### src/rtl/risc_controller_pkg.sv
// Shared opcode map, control encodings and the control word
// carried from the decoder into the output register.
package risc_controller_pkg;

   localparam logic [5:0] OP_RTYPE  = 6'd0;
   localparam logic [5:0] OP_SHIFTI = 6'd1;
   localparam logic [5:0] OP_SHIFTV = 6'd2;
   localparam logic [5:0] OP_ADDI   = 6'd3;
   localparam logic [5:0] OP_COMPI  = 6'd4;
   localparam logic [5:0] OP_LW     = 6'd5;
   localparam logic [5:0] OP_SW     = 6'd6;
   localparam logic [5:0] OP_BR     = 6'd7;
   localparam logic [5:0] OP_BLTZ   = 6'd8;
   localparam logic [5:0] OP_BZ     = 6'd9;
   localparam logic [5:0] OP_BNZ    = 6'd10;
   localparam logic [5:0] OP_B      = 6'd11;
   localparam logic [5:0] OP_BL     = 6'd12;
   localparam logic [5:0] OP_BCY    = 6'd13;
   localparam logic [5:0] OP_BNCY   = 6'd14;

   typedef enum logic [2:0] {
      ALU_NONE  = 3'b000,
      ALU_RTYPE = 3'b001,
      ALU_SHIFT = 3'b010,
      ALU_ADD   = 3'b011,
      ALU_COMP  = 3'b100
   } alu_op_e;

   typedef enum logic [2:0] {
      SRC_RT    = 3'b000,
      SRC_SHAMT = 3'b001,
      SRC_IMM   = 3'b010,
      SRC_MOFF  = 3'b011
   } alu_src_e;

   typedef enum logic [1:0] {
      RD_RS  = 2'b00,
      RD_RT  = 2'b01,
      RD_R31 = 2'b10
   } reg_dest_e;

   typedef enum logic [1:0] {
      WB_ALU = 2'b00,
      WB_MEM = 2'b01,
      WB_PC4 = 2'b10
   } wb_src_e;

   typedef enum logic [1:0] {
      BC_LTZ = 2'b00,
      BC_EQZ = 2'b01,
      BC_NEZ = 2'b10
   } bcomp_e;

   typedef struct packed {
      alu_op_e   alu_op;
      alu_src_e  alu_src;
      logic      mem_write;
      logic      reg_write;
      reg_dest_e reg_dest;
      wb_src_e   wb_src;
      logic      br_reg;
      logic      br_comp;
      bcomp_e    br_comp_type;
      logic      br_uncond;
      logic      br_carry;
      logic      br_carry_set;
   } ctrl_t;

   localparam ctrl_t CTRL_NOP = '0;

endpackage

### src/rtl/risc_controller_decode.sv
// Combinational opcode to control-word table; unknown
// opcodes fall through to the all-zero NOP word.
module controller_decode
   import risc_controller_pkg::*;
(
   input  logic [5:0] i_opcode,
   output ctrl_t      o_ctrl
);

   always_comb begin
      o_ctrl = CTRL_NOP;
      case (i_opcode)
         OP_RTYPE: begin
            o_ctrl.alu_op    = ALU_RTYPE;
            o_ctrl.alu_src   = SRC_RT;
            o_ctrl.reg_write = 1'b1;
            o_ctrl.reg_dest  = RD_RS;
            o_ctrl.wb_src    = WB_ALU;
         end
         OP_SHIFTI: begin
            o_ctrl.alu_op    = ALU_SHIFT;
            o_ctrl.alu_src   = SRC_SHAMT;
            o_ctrl.reg_write = 1'b1;
         end
         OP_SHIFTV: begin
            o_ctrl.alu_op    = ALU_SHIFT;
            o_ctrl.alu_src   = SRC_RT;
            o_ctrl.reg_write = 1'b1;
         end
         OP_ADDI: begin
            o_ctrl.alu_op    = ALU_ADD;
            o_ctrl.alu_src   = SRC_IMM;
            o_ctrl.reg_write = 1'b1;
         end
         OP_COMPI: begin
            o_ctrl.alu_op    = ALU_COMP;
            o_ctrl.alu_src   = SRC_IMM;
            o_ctrl.reg_write = 1'b1;
         end
         OP_LW: begin
            o_ctrl.alu_op    = ALU_ADD;
            o_ctrl.alu_src   = SRC_MOFF;
            o_ctrl.reg_write = 1'b1;
            o_ctrl.reg_dest  = RD_RT;
            o_ctrl.wb_src    = WB_MEM;
         end
         OP_SW: begin
            o_ctrl.alu_op    = ALU_ADD;
            o_ctrl.alu_src   = SRC_MOFF;
            o_ctrl.mem_write = 1'b1;
         end
         OP_BR: o_ctrl.br_reg = 1'b1;
         OP_BLTZ: begin
            o_ctrl.br_comp      = 1'b1;
            o_ctrl.br_comp_type = BC_LTZ;
         end
         OP_BZ: begin
            o_ctrl.br_comp      = 1'b1;
            o_ctrl.br_comp_type = BC_EQZ;
         end
         OP_BNZ: begin
            o_ctrl.br_comp      = 1'b1;
            o_ctrl.br_comp_type = BC_NEZ;
         end
         OP_B: o_ctrl.br_uncond = 1'b1;
         OP_BL: begin
            // link: PC+4 is written into r31
            o_ctrl.br_uncond = 1'b1;
            o_ctrl.reg_write = 1'b1;
            o_ctrl.reg_dest  = RD_R31;
            o_ctrl.wb_src    = WB_PC4;
         end
         OP_BCY: begin
            o_ctrl.br_carry     = 1'b1;
            o_ctrl.br_carry_set = 1'b1;
         end
         OP_BNCY: begin
            o_ctrl.br_carry     = 1'b1;
            o_ctrl.br_carry_set = 1'b0;
         end
         default: o_ctrl = CTRL_NOP;
      endcase
   end

endmodule

### src/rtl/risc_controller.sv
// Main decoder: table lookup followed by one reset-qualified
// output register, so every control signal is glitch-free.
module risc_controller
   import risc_controller_pkg::*;
(
   input  logic       clk,
   input  logic       rst,
   input  logic [5:0] opcode,
   output logic [2:0] aluOp,
   output logic [2:0] aluSrc,
   output logic       memWrite,
   output logic       regWrite,
   output logic [1:0] regDest,
   output logic [1:0] mem2RegData,
   output logic       branchReg,
   output logic       branchComp,
   output logic [1:0] branchCompType,
   output logic       branchNoRegNoCond,
   output logic       branchCarryDep,
   output logic       branchCarryType
);

   ctrl_t w_ctrl;
   ctrl_t r_ctrl;

   controller_decode u_decode (
      .i_opcode (opcode),
      .o_ctrl   (w_ctrl)
   );

   always_ff @(posedge clk) begin
      if (rst) r_ctrl <= CTRL_NOP;
      else     r_ctrl <= w_ctrl;
   end

   assign aluOp             = r_ctrl.alu_op;
   assign aluSrc            = r_ctrl.alu_src;
   assign memWrite          = r_ctrl.mem_write;
   assign regWrite          = r_ctrl.reg_write;
   assign regDest           = r_ctrl.reg_dest;
   assign mem2RegData       = r_ctrl.wb_src;
   assign branchReg         = r_ctrl.br_reg;
   assign branchComp        = r_ctrl.br_comp;
   assign branchCompType    = r_ctrl.br_comp_type;
   assign branchNoRegNoCond = r_ctrl.br_uncond;
   assign branchCarryDep    = r_ctrl.br_carry;
   assign branchCarryType   = r_ctrl.br_carry_set;

endmodule

### config.mk
export PLATFORM = sky130hd
export DESIGN_NAME = risc_controller
export DESIGN_NICKNAME = d
export VERILOG_FILES = /design/src/rtl/risc_controller_pkg.sv /design/src/rtl/risc_controller_decode.sv /design/src/rtl/risc_controller.sv
export SDC_FILE = /design/constraint.sdc
export NUM_CORES = 1
export LEC_CHECK = 0
export BUFFER_PORTS_ARGS = -buffer_cell sky130_fd_sc_hd__buf_2
export CORE_MARGIN = 5
export CORE_UTILIZATION = 35
export DETAILED_ROUTE_END_ITERATION = 16
export GPL_TIMING_DRIVEN = 0
export PLACE_DENSITY = 0.7
export SYNTH_ARGS = -nofsm -noshare
export SYNTH_HDL_FRONTEND = slang
export SYNTH_SLANG_ARGS = --single-unit
### constraint.sdc
create_clock -name clk -period 1.3 [get_ports clk]
set_input_delay 0.065 -clock clk [delete_from_list [all_inputs] [get_ports clk]]
set_output_delay 0.065 -clock clk [all_outputs]
set_load 0.05 [all_outputs]
; ---- Yosys cells after proc, flatten, opt, wreduce, memory -nomap -nowiden
; Cells that the tools add are included.
[op_classes]
n_eq_ne = 14
n_mux = 8
n_reduce_logical = 4
[op_table]
columns = cell, count
row1 = "6-bit by 4-bit == test with 1-bit output, second input constant", 7
row2 = 6-bit case mux with 6 select lines, 1
row3 = "6-bit by 3-bit == test with 1-bit output, second input constant", 4
row4 = "6-bit by 2-bit == test with 1-bit output, second input constant", 2
row5 = 3-bit case mux with 3 select lines, 1
row6 = 4-bit case mux with 2 select lines, 1
row7 = 7-bit OR reduction, 1
row8 = "6-bit by 1-bit == test with 1-bit output, second input constant", 1
row9 = 6-bit zero test, 1
row10 = 1-bit two-way mux, 4
row11 = 2-bit case mux with 2 select lines, 1
row12 = 2-bit OR reduction, 2
[word_totals]
regBits = 19
output_inout_bits = 19

; ---- Logic depth before layout (Yosys ltp)
[depth]
depth_word = 3
mapped_depth = 3
depth_no_buf = 2

; ---- By module
; A second synthesis with hierarchy kept.
[hier_totals]
hier_cells = 80
hier_area_um2 = 797.0
[by_module_without_submodules]
columns = module, n_inst, cells_each, area_per_inst_um2, seq_area_each_um2
row1 = risc_controller, 1, 39, 516.7, 380.4
row2 = controller_decode, 1, 41, 280.3, 0.0

; ---- Worst setup path after synthesis
; Ideal clock, no wire load.
[synth_timing]
path_kind = register to output
from = register r_ctrl (netlist bit regDest[0])
to = output port regDest[0]
arrival_ns = 0.894
required_ns = 1.235
setup_slack_ns = 0.341
path_stages_with_launch = 2
n_path_buf = 1
cell_sequence = dfxtp_1 -> buf_4
[synth_lines]
columns = element, line_no
row1 = from (decl), risc_controller.sv:24  ; ctrl_t r_ctrl;
row2 = from (signal assigned), risc_controller.sv:33  ; else r_ctrl <= w_ctrl;
row3 = to (decl), risc_controller.sv:13  ; output logic [1:0] regDest,
; No word-level cell between the ends.

; ---- Worst setup path in the final report
[layout_timing]
from = register r_ctrl (netlist bit regDest[0])
to = output port regDest[0]
; No word-level cell between the ends.

==> results.md <==
* Status: completed
* Worst hold margin at between 0.06 and 0.07 ns
* H-tree depth at 1
* TritonCTS buffer count at 3
* Area post-placement at roughly 760 sq um
* First-pass GRT wire length at 1.75 mm
* Post-route cell area at between 700 and 800 sq um
* Critical path arrival at 0.94 ns
* Synth Net Count at 62
* Crit Path Class: reg -> out
* Share of cells above drive strength 1 at 50.0%
* Clock transition at path regs at 0.08 ns
* Synth Warn # at 0
* Tot Pwr at approximately 0.00084 W
* Vias in the first global route at 416
* Top cell type's share of synthesized area at 52.2%
* Final cycle utilization of the critical path at 77.6%
* Core area at 1690 sq um
* Gpl congestion at 0.772
* TritonCTS clock tree: yes
* Synth Instances at 54
* Startpoint types: flop
* Pin count of the biggest net entering global routing at 11
* Commonest non-fill, non-tap cell in the layout: buf_2
* Initial DRC count at 5
* Placed Cells at 96
* Synth Area in Compound Gates at 9.18%
* Remaining global-route overflow at 0
* Kind of end point of the critical path: output port
* Crit path required time at about 1.2 ns
* Seq pwr share at roughly 60%
* Synth Area per Inst at 11.4 sq um
* Drt via density at 5.02
* Number of I/O pins at 27
* Cell Rows at 15
* Worst path max stage delay at approximately 0.33 ns
* Highest-count cells in the layout ignoring fill and taps: 27 x buf_2, 16 x dfxtp_1
* Root Buffer: clkbuf_4
* Router iterations before antenna repair at 4
* Adder-Cell Fraction of Synth Area at 0%
* Clk network pwr share at around 28%
* Clock Path Buffers at 2
* Crit-path leading delay family: buffers and inverters
* Simple-gate share of the synthesized area at between 20% and 30%
* Synth area leaders: dfxtp_1 52%, nor4b_1 4.3%, xor3_1 3.9%
* DIE WIDTH at 51.9 microns
* Mapped Area at 613 sq um
* Seq/Total Area, Yosys at 52.2%
* Via Count at slightly below 500
* Initial antenna violation count at 0
* GRT Util Overall at 8.95%
* Switching share of power at 23.6%
* NetSw at 0.000199 W
* Worst Path Max Fanout at 2
* RSZ-0062 raised after global routing: false
* Routed len/inst at ~11 microns
* Setup violation total in the final timing report at 0
* Synth Area in XOR/XNOR at 3.88%
* Yosys reg bits at 16
* CP max stage cell: dfxtp_1
* VDD IR max at 0.358 mV
* PD cells at 1080 nW/um^2
* HP Class: in -> reg
* Placed wire-length estimate at 884 microns
* Post-CTS Resized at 0
* Total wire length at ~1.1 mm
* Cell Chain, Critical Path: buf_4 > buf_2
* Proportion of synthesized area in mux cells at 0%
* Final count of hold timing violations at 0
* Power Internal at 0.000646 W
* Min Tclk post-route at 1.01 ns
* Max-cap violations at 0
* Area Growth Syn to Fin at 27.6%
* Post-route insts no fill at between 90 and 100
* Die extent in y at approximately 52 microns
* Post-synth top area cell: dfxtp_1
* Die area at 2690 sq um
* Worst Path Buf+Inv at 2
* Leak at 0.370 nW
* Number of diodes at 0
* DRC at 0
* Final net count at between 90 and 100
* Largest family of logic cells by synthesized area: simple AND/OR/NAND/NOR gates
* Clock sink count at 16
* Fmax at 991 MHz
* Comb power frac at about 14%
* Initial core utilization at 36.3%
* Final Max Slew Viols at 0
* Distinct cells, synth at 25
* Port Buf Inserts at 25
* TNS Setup at 0 ns
* Final ANT Viol Nets at 0
* Hold-fix buffers at CTS at 0
* Setup Fix Bufs, Post-CTS at 0
## power by group through the flow
stage	registers (W)	logic (W)	clock network, W
2_1_floorplan	0.000529	0.0000608	0
3_3_place_gp	0.000508	0.000111	0
3_5_place_dp	0.000508	0.000113	0
4_1_cts	0.000496	0.000113	0.000250
5_1_grt	0.000497	0.000122	0.000283
6_report	0.000496	0.000114	0.000234
## cells by family (layout without fill, tap and decap cells)
group	count (synthesis)	in the layout
buf+inv	7	35
simple gates	22	22
other cells	1	1
compound gates	7	7
xor+xnor	1	1
flops	16	16
## layout make-up
class / instances / area, sq um
flip-flops and latches: 16 / 320
clock buffers: 3 / 22.5
repair buffers: 25 / 125
multi-input cells: 31 / 245
plain buffers: 7 / 47.5
well taps: 17 / 21.3
fillers: 175 / 907
## stage by stage
stage / utilization (%) / worst slack [ns]
final: 46.3 / 0.291
after global routing: 46.3 / 0.225
after CTS: 46.3 / 0.268
after detailed placement: 45.0 / 0.213
after global placement: 45.0 / 0.215
after floorplan: - / 0.341
## worst paths after layout
| path | start | endpoint | slack, ns | cells after the start |
|---|---|---|---|---|
| worst max-delay path | regDest[0]$_SDFF_PP0_ | regDest[0] | 0.29 | 2 |
| worst min-delay path | opcode[3] | branchReg$_SDFF_PP0_ | 0.07 | 2 |
## routing by layer
layer / wire length, microns / vias up / track usage, % / part of all wire (%)
li1: - / 247 / - / -
met1: 475 / 227 / 11.5 / 42
met2: 527 / 21 / 12.6 / 47
met3: 95 / 2 / 1.72 / 8.5
met4: 21 / 0 / 7.86 / 1.9
met5: 0 / - / 0 / 0
## synthesized netlist by cell type, drive strengths merged
| master | instances |
|---|---|
| a211oi | 1 |
| a311oi | 1 |
| and4bb | 1 |
| a221oi | 1 |
| clkbuf | 1 |
| or3 | 1 |
| nand3b | 2 |
| or4 | 1 |
| a21bo | 1 |
| xor3 | 1 |
| nor2 | 2 |
| or4b | 1 |
| nand2b | 3 |
| nand2 | 2 |
| or3b | 1 |
| dfxtp | 16 |
| buf | 6 |
| nor3b | 1 |
| a21oi | 3 |
| conb | 1 |
| nor4 | 1 |
| nor3 | 3 |
| nor4b | 3 |
## state kept, by name, indices dropped and copies added (netlist names), 2 cells and up
name	cells
aluOp	3
regDest	2
branchCompType	2
aluSrc	2
Note: power is estimated with default switching activity, not from simulation.
